[src/rtl/pool_pkg.sv]
// rtl/pool_pkg.sv - shared pixel type, default sizes and max helper for the max-pool datapath
package pool_pkg;

    localparam int DATA_WIDTH = 8;
    localparam int KERNEL_DIM = 3;
    localparam int WIDE_W     = 32;

    typedef logic [DATA_WIDTH-1:0] pixel_t;
    typedef logic [WIDE_W-1:0]     wide_t;

    // Operands are zero-extended by callers, so any DATA_WIDTH up to WIDE_W compares unsigned.
    function automatic wide_t max_wide(input wide_t a, input wide_t b);
        return (a >= b) ? a : b;
    endfunction

endpackage

[src/rtl/pool_fifo.sv]
// rtl/pool_fifo.sv - output queue; push while full is taken only if a pop lands in the same cycle
module pool_fifo #(
    parameter int DATA_WIDTH = 8,
    parameter int FIFO_DEPTH = 4
) (
    input  logic                  clk,
    input  logic                  rst,
    input  logic                  push,
    input  logic [DATA_WIDTH-1:0] push_data,
    input  logic                  pop,
    output logic [DATA_WIDTH-1:0] pop_data,
    output logic                  full,
    output logic                  empty
);

    localparam int AW = (FIFO_DEPTH > 1) ? $clog2(FIFO_DEPTH) : 1;

    logic [DATA_WIDTH-1:0] mem_q [FIFO_DEPTH];
    logic [AW-1:0]         wr_ptr_q, rd_ptr_q;
    logic [AW:0]           count_q, count_d;
    logic                  do_push, do_pop;

    assign empty    = (count_q == '0);
    assign full     = (count_q == (AW+1)'(FIFO_DEPTH));
    assign do_pop   = pop && !empty;
    assign do_push  = push && (!full || do_pop);
    assign pop_data = empty ? '0 : mem_q[rd_ptr_q];

    always_comb begin
        count_d = count_q;
        case ({do_push, do_pop})
            2'b10:   count_d = count_q + (AW+1)'(1);
            2'b01:   count_d = count_q - (AW+1)'(1);
            default: count_d = count_q;
        endcase
    end

    always_ff @(posedge clk) begin
        if (rst) begin
            wr_ptr_q <= '0;
            rd_ptr_q <= '0;
            count_q  <= '0;
        end else begin
            if (do_push) wr_ptr_q <= wr_ptr_q + AW'(1);
            if (do_pop)  rd_ptr_q <= rd_ptr_q + AW'(1);
            count_q <= count_d;
        end
    end

    always_ff @(posedge clk) begin
        if (!rst && do_push) mem_q[wr_ptr_q] <= push_data;
    end

endmodule

[src/rtl/max_pool_unit.sv]
// rtl/max_pool_unit.sv - strided max pooling over a streamed window, two-stage compare into an output queue
module max_pool_unit #(
    parameter int DATA_WIDTH = pool_pkg::DATA_WIDTH,
    parameter int KERNEL_DIM = pool_pkg::KERNEL_DIM,
    parameter int ROW_SIZE   = 5,
    parameter int COL_SIZE   = 5,
    parameter int STRIDE     = 2,
    parameter int FIFO_DEPTH = 4
) (
    input  logic                                               clk,
    input  logic                                               rst,
    input  logic [KERNEL_DIM-1:0][KERNEL_DIM-1:0][DATA_WIDTH-1:0] window,
    input  logic                                               valid,
    output logic [DATA_WIDTH-1:0]                              pooled_out,
    output logic                                               out_valid,
    input  logic                                               out_ready,
    output logic                                               frame_done,
    output logic                                               overflow
);
    import pool_pkg::*;

    localparam int CW = (ROW_SIZE > 1) ? $clog2(ROW_SIZE) : 1;
    localparam int RW = (COL_SIZE > 1) ? $clog2(COL_SIZE) : 1;
    localparam int PW = (STRIDE > 1) ? $clog2(STRIDE) : 1;
    localparam logic [CW-1:0] COL_START = CW'(KERNEL_DIM - 1);
    localparam logic [CW-1:0] COL_LAST  = CW'(ROW_SIZE - 1);
    localparam logic [RW-1:0] ROW_START = RW'(KERNEL_DIM - 1);
    localparam logic [RW-1:0] ROW_LAST  = RW'(COL_SIZE - 1);
    localparam logic [PW-1:0] PH_LAST   = PW'(STRIDE - 1);

    logic [CW-1:0] col_q, col_d;
    logic [RW-1:0] row_q, row_d;
    logic [PW-1:0] cph_q, cph_d, rph_q, rph_d;
    logic          accept, frame_end;
    logic          s1_valid_q, frame_done_q, overflow_q;
    logic [DATA_WIDTH-1:0] rowmax_q [KERNEL_DIM];
    logic [DATA_WIDTH-1:0] rowmax_d [KERNEL_DIM];
    logic [DATA_WIDTH-1:0] pool_max;
    logic          fifo_full, fifo_empty, pop;
    wide_t         row_acc, col_acc;

    // Stride phase counters replace a modulo: phase 0 in both axes marks an aligned window.
    always_comb begin
        col_d     = col_q;
        row_d     = row_q;
        cph_d     = cph_q;
        rph_d     = rph_q;
        frame_end = 1'b0;
        accept    = valid && (col_q >= COL_START) && (cph_q == '0) && (rph_q == '0);
        if (valid) begin
            if (col_q == COL_LAST && row_q == ROW_LAST) begin
                frame_end = 1'b1;
                col_d     = COL_START;
                row_d     = ROW_START;
                cph_d     = '0;
                rph_d     = '0;
            end else if (col_q == COL_LAST) begin
                col_d = '0;
                row_d = row_q + RW'(1);
                cph_d = '0;
                rph_d = (rph_q == PH_LAST) ? '0 : rph_q + PW'(1);
            end else begin
                col_d = col_q + CW'(1);
                if (col_q >= COL_START)
                    cph_d = (cph_q == PH_LAST) ? '0 : cph_q + PW'(1);
            end
        end
    end

    always_comb begin
        row_acc = '0;
        for (int r = 0; r < KERNEL_DIM; r++) begin
            row_acc = wide_t'(window[r][0]);
            for (int c = 1; c < KERNEL_DIM; c++)
                row_acc = max_wide(row_acc, wide_t'(window[r][c]));
            rowmax_d[r] = row_acc[DATA_WIDTH-1:0];
        end
    end

    always_comb begin
        col_acc = wide_t'(rowmax_q[0]);
        for (int r = 1; r < KERNEL_DIM; r++)
            col_acc = max_wide(col_acc, wide_t'(rowmax_q[r]));
        pool_max = col_acc[DATA_WIDTH-1:0];
    end

    always_ff @(posedge clk) begin
        if (rst) begin
            col_q        <= COL_START;
            row_q        <= ROW_START;
            cph_q        <= '0;
            rph_q        <= '0;
            s1_valid_q   <= 1'b0;
            frame_done_q <= 1'b0;
            overflow_q   <= 1'b0;
        end else begin
            col_q        <= col_d;
            row_q        <= row_d;
            cph_q        <= cph_d;
            rph_q        <= rph_d;
            s1_valid_q   <= accept;
            frame_done_q <= frame_end;
            if (s1_valid_q && fifo_full && !pop) overflow_q <= 1'b1;
        end
    end

    always_ff @(posedge clk) begin
        if (accept) begin
            for (int r = 0; r < KERNEL_DIM; r++) rowmax_q[r] <= rowmax_d[r];
        end
    end

    assign out_valid  = !fifo_empty;
    assign pop        = out_valid && out_ready;
    assign frame_done = frame_done_q;
    assign overflow   = overflow_q;

    pool_fifo #(
        .DATA_WIDTH (DATA_WIDTH),
        .FIFO_DEPTH (FIFO_DEPTH)
    ) u_fifo (
        .clk       (clk),
        .rst       (rst),
        .push      (s1_valid_q),
        .push_data (pool_max),
        .pop       (pop),
        .pop_data  (pooled_out),
        .full      (fifo_full),
        .empty     (fifo_empty)
    );

endmodule

[config.mk]
export PLATFORM = sky130hd
export DESIGN_NAME = max_pool_unit
export DESIGN_NICKNAME = d
export VERILOG_FILES = /design/src/rtl/pool_pkg.sv /design/src/rtl/pool_fifo.sv /design/src/rtl/max_pool_unit.sv
export SDC_FILE = /design/constraint.sdc
export NUM_CORES = 1
export LEC_CHECK = 0
export BUFFER_PORTS_ARGS = -buffer_cell sky130_fd_sc_hd__buf_2
export CAP_MARGIN = 20
export CORE_ASPECT_RATIO = 0.7
export CORE_UTILIZATION = 44
export CTS_BUF_LIST = sky130_fd_sc_hd__clkbuf_2 sky130_fd_sc_hd__clkbuf_4 sky130_fd_sc_hd__clkbuf_8
export DETAILED_ROUTE_END_ITERATION = 10
export MAX_ROUTING_LAYER = met4
export SETUP_SLACK_MARGIN = 0.2
export SLEW_MARGIN = 40
export SYNTH_ARGS = -nofsm -noshare
export SYNTH_HDL_FRONTEND = slang
export SYNTH_SLANG_ARGS = --single-unit
[constraint.sdc]
create_clock -name clk -period 4.9 [get_ports clk]
set_input_delay 0.245 -clock clk [delete_from_list [all_inputs] [get_ports clk]]
set_output_delay 0.245 -clock clk [all_outputs]
set_load 0.05 [all_outputs]
# Yosys cells after proc, flatten, opt, wreduce, memory -nomap -nowiden
# Memory sizes are Yosys's and may differ from the RTL's. A register that Yosys moved wholly into a read port is not among the register bits.
# Index checks and enable logic that the tools add are counted.
[word_totals] memories=2 ff_bits=18 word_cells=87 ram_bits=56 in_bits=76
[classes] n_reduce_logical=22 n_bitwise=3 add_sub_neg=8 eq_ne=5 mux=28 n_lt_le_gt_ge=9
[mem_list] memory="u_fifo.mem_q" words=4 width=8 rd=1 rd_clocked_by_memory_dff=1 wr=1 line="pool_fifo.sv:18" text="logic [DATA_WIDTH-1:0] mem_q [FIFO_DEPTH];"
[mem_list] memory="rowmax_q" words=3 width=8 rd=3 rd_clocked_by_memory_dff=0 wr=3 line="max_pool_unit.sv:36" text="logic [DATA_WIDTH-1:0] rowmax_q [KERNEL_DIM];"
[ops] op="$mux W8" count=9
[ops] op="$ge A8 B8 Y1" count=8
[ops] op="$mux W1" count=12
[ops] op="$mux W3" count=4
[ops] op="$logic_and A1 B1 Y1" count=10
[ops] op="$add A3 B1 Y3 const B" count=3
[ops] op="$eq A3 B3 Y1 const B" count=3
[ops] op="$pmux W3 S2" count=1
[ops] op="$add A2 B1 Y2 const B" count=2
[ops] op="$logic_not A1 Y1" count=4
[ops] op="$mux W2" count=2
[ops] op="$reduce_and A2 Y1" count=2
[ops] op="$reduce_bool A2 Y1" count=2
[ops] op="$ge A3 B2 Y1 const B" count=1
[ops] op="$logic_not A3 Y1" count=1
[ops] op="$not A1 Y1" count=3
[ops] op="$reduce_bool A3 Y1" count=1
[ops] op="$sub A3 B1 Y3 const B" count=1
[ops] op="$add A1 B1 Y1 const B" count=2
[ops] op="$eq A2 B1 Y1 const B" count=1
[ops] op="$eq A2 B2 Y1 const B" count=1
[ops] op="$reduce_or A2 Y1" count=1
[ops] op="$logic_or A1 B1 Y1" count=1

# Logic depth before layout (Yosys ltp)
[logic_depth] word_depth=9 depth_mapped=13

# Modules after synthesis
# A second synthesis with hierarchy kept.
[unflattened] hier_cells=589 area_unflattened_um2=5881.9
[modules_own_cells] module="max_pool_unit" seq_area_each_um2=940.9 area_each_um2=4189.0 cells_each=484 instances=1
[modules_own_cells] module="pool_fifo" seq_area_each_um2=1141.1 area_each_um2=1692.9 cells_each=105 instances=1

# Least setup slack after synthesis
# OpenSTA, ideal clock, no wires.
[synth_path] path_type="reg-to-reg" start="memory rowmax_q[0][5]" end="memory u_fifo.mem_q[0][1] (data pin)" n_path_buf=1 t_arrival_ns=3.063 stages_incl_launch_ff=13 setup_time_ns=0.266 t_required_ns=4.634 synth_period_minus_slack_ns=3.330 setup_slack_ns=1.570 cell_sequence="edfxtp_1 ha_1 a211o_1 a21oi_2 buf_4 nand3_1 and4_1 ha_1 nand2b_1 a21oi_1 o21ai_1 a221oi_4 mux2_2"
[synth_rtl] element="from (decl)" line="max_pool_unit.sv:36"
[synth_rtl] element="to (decl)" line="pool_fifo.sv:18"

==> impl_metrics.py <==
metrics = {
    "sta": {
        "fin_crit_sh_pct": 77.0,
        "worst_slack_ns": 1.13,
        "hold_viol": 0,
        "worst_pin_slew_ns": 0.651,
        "drv_slew": 0,
        "grt_setup_unrepaired": "false",
        "fmax_ghz": 0.265,
        "clock_skew_ns": 0.00897,
        "fin_crit_ns": 3.77,
        "tns_ns": 0,
        "timing.slew.headroom_pct": 56.3,
        "final-setup-viol-count": 0,
    },
    "cells_and_area": {
        "drive_gt1_share_pct": 22.7,
        "fin_area_um2": 6710,
        "syn2layout_area_growth_pct": 13.8,
        "nNetsFinal": 827,
        "fill_cells": 1149,
    },
    "detailed_routing": {
        "drt-vias-per-instance": 5.53,
        "routedWlPerCell_um": 15.4,
        "drt_iter0_drc": 246,
        "drt_first_pass_iters": 5,
        "wl_mm": 13.0,
        "vias": 4680,
        "antenna_left": 0,
        "drcViolationCount": 0,
    },
    "status": {
        "status": "completed",
    },
    "cts": {
        "htreeDepth": 3,
        "cts_tree": "yes",
        "cts_made_buffers": 9,
        "path_clk_slew_ns": 0.08,
        "cts_root_buf": "clkbuf_8",
        "cts_max_path_buffers": 2,
        "hold_buffers": 0,
        "cts_resized": 0,
        "clkSinkCount": 76,
        "post_cts_buffers": 0,
        "clk_latency_ns": 0.34,
    },
    "place": {
        "place.gp.congestion": 0.842,
        "hpwl_mm": 10.5,
        "io_buffers": 86,
        "pre_cts_ws_ns": 0.924,
        "place_area_um2": 6460,
    },
    "synth": {
        "ys_top_cells_by_area": "edfxtp_1 (29%), ha_1 (15%), nand3_1 (8.5%), dfxtp_1 (6.8%), mux2_2 (5.3%)",
        "ys_async_sr_fraction_pct": 0,
        "synth_top_area_cell": "edfxtp_1",
        "synth_edf_count": 56,
        "synth_most_common_cell": "nand3_1",
        "syn_area_um2": 5900,
        "syn_area_per_cell_um2": 9.93,
        "ys_top_cells_by_count": "nand3_1 (100), ha_1 (73), inv_1 (73), edfxtp_1 (56), nand2b_1 (43)",
        "synth_cell_types": 45,
        "ys_seq_elements": 76,
        "ys_seq_area_share_pct": 35.3,
        "netlist_instances": 594,
        "synth_flop_cell": "edfxtp_1",
        "yosys_warnings": 0,
        "synth_fp_nets": 744,
        "synth_top_area_share_pct": 28.5,
    },
    "power": {
        "switching_share_pct": 33.5,
        "leakage_uw": 0.00295,
        "power_frac_comb_pct": 36.9,
        "sequentialPowerShare_pct": 39.3,
        "pwr-share-clk_pct": 23.9,
        "intPower_uw": 1420,
        "p_sw_uw": 714,
        "powerDensity_nw_per_um2": 318,
        "irDropWorstVdd_uv": 135,
    },
    "floorplanning": {
        "core_um2": 12700,
        "start_util_pct": 46.4,
        "num_io_pins": 87,
        "std_cell_rows": 34,
        "die_y_um": 98.9,
        "dieArea_um2": 13900,
        "dieWidth_um": 140,
    },
    "setup_path": {
        "end_kind": "register",
        "critPathSlowestCell": "a221oi_4",
        "path_common_cell": "ha_1",
        "critical_path_class": "register to register",
        "critPathMaxFanout": 24,
        "path_buf_inv": 0,
        "cp_cell_sequence": "ha_1, a211o_1, a21oi_4, nand3_1, and4_1, ha_1, nand2b_1, a21oi_1, o21ai_1, a221oi_4, mux2_2",
        "cp_top_family": "compound AO/OA/AOI/OAI gates",
        "cpPeakStageDelay_ns": 0.54,
        "crit_arrival_ns": 3.85,
        "worstPathRequired_ns": 4.98,
        "reg2reg_slack_ns": 1.13,
        "worstSetupStartpointType": "register",
    },
    "grt": {
        "gr-usage-all-layers_pct": 20.5,
        "grt_pass1_vias": 4650,
        "grt_start_max_net_pins": 25,
        "overflow": 0,
        "antenna_found_initial": 1,
        "grt_pass1_wl_mm": 22.1,
    },
    "run": {
        "drv_cap": 0,
    },
    "worst_hold_path": {
        "hold_class": "primary input to register",
    },
}
layout by cell type, fill, tap and decap left out, types with 19 or more instances in the layout:
| cell | instances |
|---|---|
| mux2_2 | 28 |
| edfxtp_1 | 56 |
| inv_1 | 73 |
| buf_2 | 86 |
| nand3_1 | 100 |
| nand2b_1 | 43 |
| nor2_1 | 19 |
| nand4_1 | 28 |
| ha_1 | 73 |
| dfxtp_1 | 20 |
area by class of cell:
type / instances / area, um^2 / area share, %
clock buffers: 9 / 124 / 1.85
well taps: 162 / 203 / 3.02
multi-input cells: 430 / 3500 / 52.1
clock inverters: 7 / 90.1 / 1.34
diodes: 2 / 5.00 / 0.0746
flip-flops and latches: 76 / 2080 / 31.0
repair buffers: 87 / 438 / 6.52
inverters: 73 / 274 / 4.08
metrics by stage:
step | std cells | hold slack, ns | utilization, % | power (uW)
after floorplan | 594 | 0.318 | - | 1430
after global placement | 828 | 0.452 | 50.8 | 1590
after detailed placement | 828 | 0.475 | 50.8 | 1620
after CTS | 844 | 0.206 | 52.5 | 2140
after global routing | 845 | 0.207 | 52.8 | 2280
final | 846 | 0.224 | 52.8 | 2130
power groups by stage:
stage / clock, uW / combinational [uW] / sequential (uW)
after floorplan: 0 / 601 / 828
after global placement: 0 / 740 / 851
after detailed placement: 0 / 773 / 851
after CTS: 522 / 779 / 837
after global routing: 555 / 880 / 844
final: 509 / 786 / 838
worst paths after layout:
path / start / end / depth (start not counted)
setup / recovery: rowmax_q[0][5] / u_fifo.mem_q[1][2] / 11
setup reg to reg: rowmax_q[0][5] / u_fifo.mem_q[1][2] / 11
hold reg to reg: overflow / overflow / 2
hold / removal: window[41] / rowmax_q[0][9] / 2
sequential cells by signal, summed over array words and instances, names as in the netlist, named ones only:
register         flops
rph_q                1
rowmax_q            24
row_q                3
u_fifo.rd_ptr_q      2
u_fifo.mem_q        32
s1_valid_q           1
col_q                3
u_fifo.count_q       3
frame_done           1
cph_q                1
overflow             1
u_fifo.wr_ptr_q      2
logic make-up after synthesis:
logic type / Yosys count / synth area share (%)
simple gates: 237 / 22.1
buf+inv: 88 / 5.98
flops: 76 / 35.3
fa+ha+maj: 74 / 15.8
compound gates: 70 / 10.4
mux: 40 / 9.08
xor+xnor: 9 / 1.34
routing by layer:
| metal | up-vias | global-route usage [%] | routed length [um] |
|---|---|---|---|
| met5 | - | - | 0 |
| met4 | 0 | 3.63 | 38 |
| met3 | 6 | 4.13 | 504 |
| met2 | 88 | 31.7 | 5720 |
| li1 | 2358 | - | - |
| met1 | 2228 | 28.1 | 6780 |
Note: power is estimated with default switching activity, not from simulation.
